[src/rtl/gtfmac_vnc_freq_meas_ctrl.sv]
// Periodic frequency-measurement sequencer: toggles one_second_edge for the clock counters,
// then scans per-channel counts against a [min,max] window. Optional lock tracking: GTFMAC_VNC_FREQ_LOCK_EN.
//
// state       | meaning
// IDLE        | measurement stopped, period counter cleared, edge held
// WAIT_EDGE   | waiting for the period counter to wrap (first wrap after IDLE discarded)
// SETTLE      | let the counters latch their new value after the edge toggle
// SCAN        | compare one channel per cycle into the shadow register
// REPORT      | publish the shadow results, pulse meas_valid, bump meas_count
module gtfmac_vnc_freq_meas_ctrl #(
    parameter int NUM_CH       = 4,
    parameter int PERIOD_TICKS = 100_000_000,
    parameter int SETTLE_TICKS = 16
) (
    input  logic                 clk,
    input  logic                 reset,
    input  logic                 enable,
    input  logic [NUM_CH*32-1:0] ch_count,
    input  logic [31:0]          limit_min,
    input  logic [31:0]          limit_max,
    input  logic                 err_clear,
    output logic                 one_second_edge,
    output logic                 meas_valid,
    output logic [NUM_CH-1:0]    ch_in_range,
    output logic [NUM_CH-1:0]    ch_err_sticky,
    output logic [15:0]          meas_count,
    output logic [NUM_CH-1:0]    ch_locked
);

    localparam int PW = $clog2(PERIOD_TICKS);
    localparam int SW = (SETTLE_TICKS > 1) ? $clog2(SETTLE_TICKS) : 1;
    localparam int IW = (NUM_CH > 1) ? $clog2(NUM_CH) : 1;

    typedef enum logic [2:0] {
        S_IDLE,
        S_WAIT_EDGE,
        S_SETTLE,
        S_SCAN,
        S_REPORT
    } state_t;

    state_t            state, state_nxt;
    logic [PW-1:0]     period_cnt;
    logic [SW-1:0]     settle_cnt;
    logic [IW-1:0]     ch_idx;
    logic              warm_up;
    logic [NUM_CH-1:0] shadow;
    logic              wrap;
    logic [31:0]       cur_count;
    logic              cur_in_range;
    logic [NUM_CH-1:0] set_mask;

    assign wrap         = (state != S_IDLE) && (period_cnt == PW'(PERIOD_TICKS - 1));
    assign cur_count    = ch_count[32*ch_idx +: 32];
    // An inverted window (min > max) can never satisfy both bounds, so no special case is needed.
    assign cur_in_range = (limit_min <= cur_count) && (cur_count <= limit_max);

    always_comb begin
        set_mask = '0;
        if (state == S_SCAN && !cur_in_range)
            set_mask = NUM_CH'(1) << ch_idx;
    end

    always_ff @(posedge clk) begin
        if (reset)
            state <= S_IDLE;
        else
            state <= state_nxt;
    end

    always_comb begin
        state_nxt = state;
        case (state)
            S_IDLE:      if (enable) state_nxt = S_WAIT_EDGE;
            S_WAIT_EDGE: begin
                if (!enable)
                    state_nxt = S_IDLE;
                else if (wrap && !warm_up)
                    state_nxt = S_SETTLE;
            end
            S_SETTLE:    if (settle_cnt == '0) state_nxt = S_SCAN;
            S_SCAN:      if (ch_idx == IW'(NUM_CH - 1)) state_nxt = S_REPORT;
            S_REPORT:    state_nxt = enable ? S_WAIT_EDGE : S_IDLE;
            default:     state_nxt = S_IDLE;
        endcase
    end

    always_ff @(posedge clk) begin
        if (reset) begin
            period_cnt      <= '0;
            one_second_edge <= 1'b0;
            warm_up         <= 1'b0;
            settle_cnt      <= '0;
            ch_idx          <= '0;
            shadow          <= '0;
            meas_valid      <= 1'b0;
            ch_in_range     <= '0;
            ch_err_sticky   <= '0;
            meas_count      <= '0;
        end else begin
            if (state == S_IDLE || wrap)
                period_cnt <= '0;
            else
                period_cnt <= period_cnt + 1'b1;

            if (wrap)
                one_second_edge <= ~one_second_edge;

            if (state == S_IDLE && enable)
                warm_up <= 1'b1;
            else if (state == S_WAIT_EDGE && wrap)
                warm_up <= 1'b0;

            if (state != S_SETTLE)
                settle_cnt <= SW'(SETTLE_TICKS - 1);
            else if (settle_cnt != '0)
                settle_cnt <= settle_cnt - 1'b1;

            if (state == S_SCAN)
                ch_idx <= ch_idx + 1'b1;
            else
                ch_idx <= '0;

            if (state == S_SCAN)
                shadow[ch_idx] <= cur_in_range;

            // A new out-of-range hit outranks a clear issued in the same cycle.
            ch_err_sticky <= (err_clear ? '0 : ch_err_sticky) | set_mask;

            meas_valid <= (state == S_REPORT);
            if (state == S_REPORT) begin
                ch_in_range <= shadow;
                if (meas_count != 16'hFFFF)
                    meas_count <= meas_count + 16'd1;
            end
        end
    end

`ifdef GTFMAC_VNC_FREQ_LOCK_EN
    logic [1:0] lock_cnt [NUM_CH];

    always_ff @(posedge clk) begin
        if (reset) begin
            ch_locked <= '0;
            for (int i = 0; i < NUM_CH; i++)
                lock_cnt[i] <= 2'd0;
        end else if (state == S_REPORT) begin
            for (int i = 0; i < NUM_CH; i++) begin
                if (!shadow[i])
                    lock_cnt[i] <= 2'd0;
                else if (lock_cnt[i] != 2'd3)
                    lock_cnt[i] <= lock_cnt[i] + 2'd1;
                // Registered alongside ch_in_range so lock is visible with meas_valid.
                ch_locked[i] <= shadow[i] && (lock_cnt[i] >= 2'd2);
            end
        end
    end
`else
    assign ch_locked = '0;
`endif

endmodule
[config.mk]
export PLATFORM = sky130hd
export DESIGN_NAME = gtfmac_vnc_freq_meas_ctrl
export DESIGN_NICKNAME = d
export VERILOG_FILES = /design/src/rtl/gtfmac_vnc_freq_meas_ctrl.sv
export SDC_FILE = /design/constraint.sdc
export NUM_CORES = 1
export LEC_CHECK = 0
export CAP_MARGIN = 10
export CORE_AREA = 8 8 143 145
export CTS_CLUSTER_DIAMETER = 100
export DETAILED_ROUTE_END_ITERATION = 7
export DIE_AREA = 0 0 151 153
export SLEW_MARGIN = 15
export SYNTH_ARGS = -nofsm -noshare
export SYNTH_HDL_FRONTEND = slang
export SYNTH_SLANG_ARGS = --single-unit
[constraint.sdc]
create_clock -name clk -period 7.3 [get_ports clk]
set_input_delay 1.825 -clock clk [delete_from_list [all_inputs] [get_ports clk]]
set_output_delay 1.825 -clock clk [all_outputs]
set_load 0.02 [all_outputs]
Word-level counts from Yosys, hierarchy flattened. Index checks and enable logic that the tools add are counted.

Input port bits: 196. Bits in registers: 67. Logic and storage cells: 72.

Multiplexer cells: 16. Add/sub/neg operators: 4. Reductions and logical operators: 20. Bitwise logic cells: 3. Equality and inequality tests: 12. Magnitude comparators: 4. Shift operators: 2.

Operators with widths (count): indexed part select 128 x 8 -> 32 bit (1); <= comparator 32 bit (2); adder 27 x 1 -> 27 bit, second input constant (1); equality test 27 bit, second input constant (1); adder 16 x 1 -> 16 bit, second input constant (1); two-way mux 4 bit (4); inequality test 16 bit, second input constant (1); two-way mux 3 bit (5); case mux 3 bit (5 select lines) (1); logical AND 1 bit (7); equality test 3 x 2 -> 1 bit, second input constant (2); inequality test 2 bit, second input constant (3); bitwise mux 4 bit (1); zero test 4 bit (1); two-way mux 1 bit (4); bitwise OR 4 bit (1); AND reduction 4 bit (1); nonzero test 2 bit (2); nonzero test 4 bit (1); OR reduction 2 bit (2); << shifter 1 x 2 -> 4 bit, first input constant (1); subtractor 4 x 1 -> 4 bit, second input constant (1); equality test 3 x 1 -> 1 bit, second input constant (1); equality test 3 bit, second input constant (1); 13 further kinds (15).

Longest topological paths before layout. Gate-level depths: netlist of run 1.

Depth in word-level cells: 7. Gate-level depth with buffers: 13. Mapped depth without buffers: 10.

Least setup slack after synthesis of run 1. OpenSTA, ideal clock, no wires.

Path type: input to register. From: input ch_count[110]. To: register ch_err_sticky[0]. Setup time: 0.115 ns. Slack: 2.882 ns. Stages on the path: 10. Buffers on the path: 1. Arrival: 4.303 ns. Required time: 7.185 ns. Path through: mux4_2 ha_1 nand4_1 or4_4 nor2_2 o22ai_1 nor2_1 or4b_1 buf_6 a21o_2.

Cells in the longest elaborated chain, start to end: 7. Elaborated cells on any way between the ends: 8. Those cells by class: order compare (2); shift (1); mux (1); bitwise (1); reduce/logical (3).

Ends and longest elaborated chain: from (decl) (line 18) `input logic [NUM_CH*32-1:0] ch_count,`; indexed part select 128 x 8 -> 32 bit (*) (line 54) `assign cur_count = ch_count[32*ch_idx +: 32];`; <= comparator 32 bit (line 56) `assign cur_in_range = (limit_min <= cur_count) && (cur_count <= limit_max);`; logical AND 1 bit (*) (line 56); zero test 1 bit (*) (line 60) `if (state == S_SCAN && !cur_in_range)`; logical AND 1 bit (*) (line 60); two-way mux 4 bit (*) (line 60); bitwise OR 4 bit (*) (line 128) `ch_err_sticky <= (err_clear ? '0 : ch_err_sticky) | set_mask;`; to (signal assigned) (line 128); to (decl) (line 25) `output logic [NUM_CH-1:0] ch_err_sticky,`.

Every way passes the cells marked *; elsewhere a longest branch is shown, timed or not. A chain may end at the register's enable or synchronous reset.

Worst setup path after layout of run 1.
From: input ch_count[119]. To: register ch_err_sticky[0].

The elaborated chain is that of the path after synthesis.

==> impl_metrics.ini, run 1 <==
[run_status]
outcome = completed

[routing]
dr.first_iter.drc_count = 188
drc = 0
vias = 5090
dr.pass1.iters = 6
wl_per_cell_um = 17.4
ant_nets = 0
via_per_inst = 4.80
drt_wl_total_um = 18400

[pwr]
vdd_drop_max_uv = 150
pwr_density_cell_nw_per_um2 = 152
leakage_nw = 3.27

[critical_path]
startpoint_type = input pin
r2r_cells = 10
critical_path_peak_fanout = 8
r2r-start = ch_idx[0]
reg2reg_to = ch_err_sticky[0]
worstPathRequired_ns = 7.52
endpoint_kind = flop
reg2reg_setup_slack_ns = 3.19
crit_arrival_ns = 5.03
cp-startpoint = ch_count[119]
worst-setup-path-type = input pin to flop

[worst_hold_path]
min_from = period_cnt[16]
min_path_cells = 2
hp-class = flop to flop
min_to = period_cnt[16]

[logic_synthesis]
synth_common_cells = 72 x inv_1, 71 x ha_1, 67 x dfxtp_1
syn_area_sq_um = 5350
ys_seq_area_share_pct = 25.1
synth_mux_area_share_pct = 14.8
synth_cells = 608
synth_compound_area_share_pct = 8.44
synth_top_family_by_area = simple AND/OR/NAND/NOR gates
synthAdderAreaFrac_pct = 16.6
synth_seq_cells = 67
synth_edf_count = 0
synth_area_leaders = dfxtp_1 25%, ha_1 17%, mux4_2 13%, inv_1 5.1%, nor2_1 4.6%
synthSimpleGateAreaFrac_pct = 21.8
synth_xor_area_share_pct = 6.06
avgSynthCellArea_sq_um = 8.80
synth_flop_cell = dfxtp_1
synth_top_area_cell = dfxtp_1
yosys.cell_types.count = 49
yosysMostFrequentCell = inv_1
synth_top_cell_area_share_pct = 25.1
synth-async-reset-ratio_pct = 0
synth_warnings = 0

[sta]
rsz0062_at_grt = no
max_slew_margin_pct = 39.1
period_share_pct = 65.9
tns_ns = 0
hold_ws_ns = 0.488
finalSetupViolCount = 0
worst-slew-pin-transition_ns = 0.913
skew_ns = 0.00931
period_needed_ns = 4.81
fmax_ghz = 0.208
slew_violations = 0
finalHoldViolCount = 0

[placement]
placedCellCount = 1044
placed_area_sq_um = 7760
io_buffers = 221
gp_congestion = 0.828
dp_hpwl_um = 15400

[clock_tree]
postCtsSetupBuffers = 0
cts_tree = yes
cts_buffer_depth = 2
numCtsBuffers = 9
cts_hold_buf = 0
cts.clk_slew.worst_paths_ns = 0.05
htreeDepth = 3
cts-resized-gates = 0
clock_latency_ns = 0.33
clkSinkCount = 67
root_buffer = clkbuf_16

[die]
rows = 50
die_h_um = 153
fp.coreArea_sq_um = 18300
die_width_um = 151
start_util_pct = 29.3
ios = 226
dieArea_sq_um = 23100

[cells_and_area]
drive_above_1_share_pct = 8.11
fin_area_sq_um = 8080
diodes = 0
fin_cells = 1060
nets = 1088
syn2layout_area_growth_pct = 51.1

[grt]
overflow = 0
grt_max_degree = 50
first_global_vias = 5237
antenna_found_initial = 0
grt_first_pass_wirelength_um = 28500
grt_usage_pct = 15.5

[flow_run]
maxCapViolCount = 0
-- critical path, cell delays in order --
cell and delay [ns]:
clkdlybuf4s50_1 0.44, mux4_2 0.53, ha_1 0.33, nand4_1 0.11, or4_1 0.57, nor2_2 0.14, o22ai_1 0.08, nor2_1 0.09
or4b_1 0.65, a21o_2 0.26
-- where the power goes --
group	total, mW	switching (mW)	internal [mW]
Combinational	0.361	0.161	0.200
Clock	0.462	0.164	0.298
Sequential	0.407	0.0246	0.383
-- layout make-up --
type                            count  area [sq um]
Fill cell                        1807         10200
Multi-Input combinational cell    448          3640
Timing Repair Buffer              223          2220
Sequential cell                    67          1340
Tap cell                          234           293
Inverter                           72           270
Clock buffer                        9           225
Clock inverter                      7          92.6
-- per-layer routing --
metal | up-vias | GRT usage (%) | part of all wire (%)
li1 | 2590 | - | -
met1 | 2350 | 18.3 | 43
met2 | 141 | 28.3 | 50
met3 | 9 | 3.51 | 6.6
met4 | 0 | 2.22 | 0.52
met5 | - | 0 | 0
-- cell usage in the layout (no fill, tap or decap), types with 6 or more instances in the layout --
master and n:
nand3b_1 6, nand2_1 39, clkdlybuf4s50_1 220, nand3_1 25, nor3b_1 7, nand4_1 23, clkbuf_16 9, nor2_1 66
ha_1 71, nor2b_1 6, mux4_2 32, or3_1 8, dfxtp_1 66, mux2i_1 7, o21ai_0 13, and4_1 7
inv_1 72, nor3_1 12, xor2_1 23, and3_1 8, a21oi_1 38, xnor2_1 14
-- state kept, by name, indices dropped and copies added (netlist names) --
name	cells
ch_err_sticky	4
ch_idx	2
ch_in_range	4
period_cnt	27
warm_up	1
meas_valid	1
settle_cnt	4
shadow	4
one_second_edge	1
meas_count	16
state	3
-- stage by stage --
step / power [mW] / utilization [%] / setup WS, ns
final: 1.23 / 44.2 / 2.49
after global routing: 1.30 / 44.2 / 2.32
after CTS: 1.25 / 44.2 / 2.48
after detailed placement: 0.778 / 42.5 / 2.14
after global placement: 0.776 / 42.5 / 2.15
after floorplan: 0.618 / - / 2.88
-- logic make-up (layout without fill, tap and decap cells) --
group / Yosys count / count (layout)
XOR/XNOR: 37 / 37
other: 1 / 4
AND/OR/NAND/NOR: 224 / 224
AO/OA/AOI/OAI: 73 / 73
adder cells (fa/ha/maj): 71 / 71
buffers and inverters: 96 / 311
flip-flops: 67 / 67
multiplexers: 39 / 39
-- how the worst max path moves through the flow --
| stage | slack (ns) | cells after the start | end |
|---|---|---|---|
| floorplan | 2.88 | 10 | ch_err_sticky[0] |
| global placement | 2.15 | 10 | ch_err_sticky[0] |
| detailed placement | 2.14 | 10 | ch_err_sticky[1] |
| CTS | 2.48 | 10 | ch_err_sticky[0] |
| global route | 2.32 | 10 | shadow[0] |
| finish | 2.49 | 10 | ch_err_sticky[0] |
Power figures use the tool's default switching activity.
==> run 2: changes to the inputs <==
Clock period 7.3 ns to 4.25 ns, I/O delays scaled along.
==> impl_metrics.ini, run 2 (synthesis results as in run 1) <==
[critical_path]
endpoint_kind = flop
critical_path_peak_fanout = 8
crit_family = buffers and inverters
worstPathRequired_ns = 4.47
r2r-start = ch_idx[0]
reg2reg_to = ch_err_sticky[0]
reg2reg_setup_slack_ns = 0.71
startpoint_type = input pin
cp.depth = 12
path_buf_inv = 3
cp_slowest_cell = mux4_2
cpPeakStageDelay_ns = 0.48
r2r_cells = 12
worst-setup-path-type = input pin to flop
cpMostUsedCell = buf_4
path_cells = clkdlybuf4s50_1 > mux4_2 > ha_1 > a21oi_1 > o21ai_0 > a221o_1 > nor3_1 > buf_4 > nor3b_1 > or4b_1 > buf_4 > a21o_2
crit_arrival_ns = 4.22

[grt]
first_global_vias = 5183
grt_usage_pct = 15.3
grt_max_degree = 49
antenna_found_initial = 2
overflow = 0
grt_first_pass_wirelength_um = 28000

[routing]
wl_per_cell_um = 16.9
dr_wl_met2_um = 9140
dr.pass1.iters = 4
ant_nets = 0
dr.first_iter.drc_count = 174
met1_length_um = 7380
drc = 0
top_layer = met5
drt_wl_total_um = 18100
wl_met3_um = 1410
via_per_inst = 4.74
vias = 5091

[flow_run]
maxCapViolCount = 0

[clock_tree]
cts_buffer_depth = 2
numCtsBuffers = 9
htreeDepth = 3
postCtsSetupBuffers = 0
clkSinkCount = 67
cts-resized-gates = 0
cts_tree = yes
cts.clk_slew.worst_paths_ns = 0.05
root_buffer = clkbuf_16
clock_latency_ns = 0.32
cts_hold_buf = 0

[pwr]
combPwrFrac_pct = 31.9
design_power_total_mw = 2.01
pwr_density_cell_nw_per_um2 = 247
seqPwrFrac_pct = 34.5
sw_frac_of_total_pct = 28.3
power_switching_mw = 0.569
vdd_drop_max_uv = 272
cell_internal_pwr_mw = 1.44
leakage_nw = 3.31
clock_power_share_pct = 33.6

[run_status]
outcome = completed

[sta]
skew_ns = 0.00280
setup_ws_ns = 0.247
finalSetupViolCount = 0
period_needed_ns = 4.00
rsz0062_at_grt = no
finalHoldViolCount = 0
worst-slew-pin-transition_ns = 0.826
fmax_ghz = 0.250
period_share_pct = 94.2
slew_violations = 0
max_slew_margin_pct = 44.8

[cells_and_area]
fillers = 1785
largest_register = period_cnt
final_util_pct = 44.6
largest_reg_flops = 27
fin_area_sq_um = 8140
regArea_sq_um = 1340
syn2layout_area_growth_pct = 52.2
most-common-layout-cells = 220 x clkdlybuf4s50_1, 72 x inv_1, 71 x ha_1
layout_commonest_cell = clkdlybuf4s50_1
multiInputGateArea_sq_um = 3640
top_regs = period_cnt x27, meas_count x16
drive_above_1_share_pct = 9.07
fin_cells = 1073
nets = 1100

[die]
ios = 226
die_h_um = 153
dieArea_sq_um = 23100
rows = 50
start_util_pct = 29.3
die_width_um = 151
fp.coreArea_sq_um = 18300

[placement]
placed_area_sq_um = 7870
placedCellCount = 1056
dp_hpwl_um = 15300
io_buffers = 221
gp_congestion = 0.813
pre_cts_slack_ns = -0.0543

[worst_hold_path]
min_to = ch_idx[0]
min_from = ch_idx[0]
min_path_cells = 1
hp-class = flop to flop
[run 2: cell count changes in the layout (fill, tap and decap cells not counted)]
cell / before / now
bufinv_16: 2 / 0
diode_2: 0 / 1
clkinv_2: 3 / 2
clkbuf_1: 0 / 3
clkinv_4: 2 / 0
clkbuf_8: 0 / 2
buf_4: 2 / 13
buf_12: 0 / 1
[run 2: how the worst max path moves through the flow]
stage	start	end	slack [ns]
2_1_floorplan	ch_idx[0]	ch_err_sticky[0]	0.33
3_3_place_gp	ch_count[119]	ch_err_sticky[0]	-0.04
3_5_place_dp	ch_count[39]	ch_err_sticky[3]	-0.05
4_1_cts	ch_count[39]	ch_err_sticky[0]	0.27
5_1_grt	ch_count[39]	shadow[3]	0.11
6_report	ch_count[39]	ch_err_sticky[0]	0.25
[run 2: metal layers]
metal | GRT usage [%] | up-vias
li1 | - | 2612
met2 | 27.8 | 140
met3 | 4.02 | 14
met5 | 0 | -
met1 | 17.5 | 2323
met4 | 2.97 | 2
[run 2: cell type report]
| cell class | count | share of cell area (%) |
|---|---|---|
| clock buffer | 14 | 3.24 |
| sequential | 67 | 16.5 |
| timing repair buffer | 235 | 28.5 |
| tap | 234 | 3.60 |
| inverter | 72 | 3.32 |
| clock inverter | 2 | 0.123 |
| antenna | 1 | 0.0307 |
| multi-input combinational | 448 | 44.7 |
[run 2: stage by stage]
step / hold slack (ns) / setup TNS (ns)
2_1_floorplan: 0.442 / 0
3_3_place_gp: 0.450 / -0.233
3_5_place_dp: 0.453 / -0.349
4_1_cts: 0.460 / 0
5_1_grt: 0.487 / 0
6_report: 0.455 / 0
[run 2: power by group through the flow]
stage	Combinational, mW	Sequential [mW]	Clock (mW)
floorplan	0.368	0.694	0
global placement	0.642	0.708	0
detailed placement	0.647	0.707	0
CTS	0.651	0.694	0.700
global route	0.724	0.701	0.724
finish	0.642	0.694	0.675
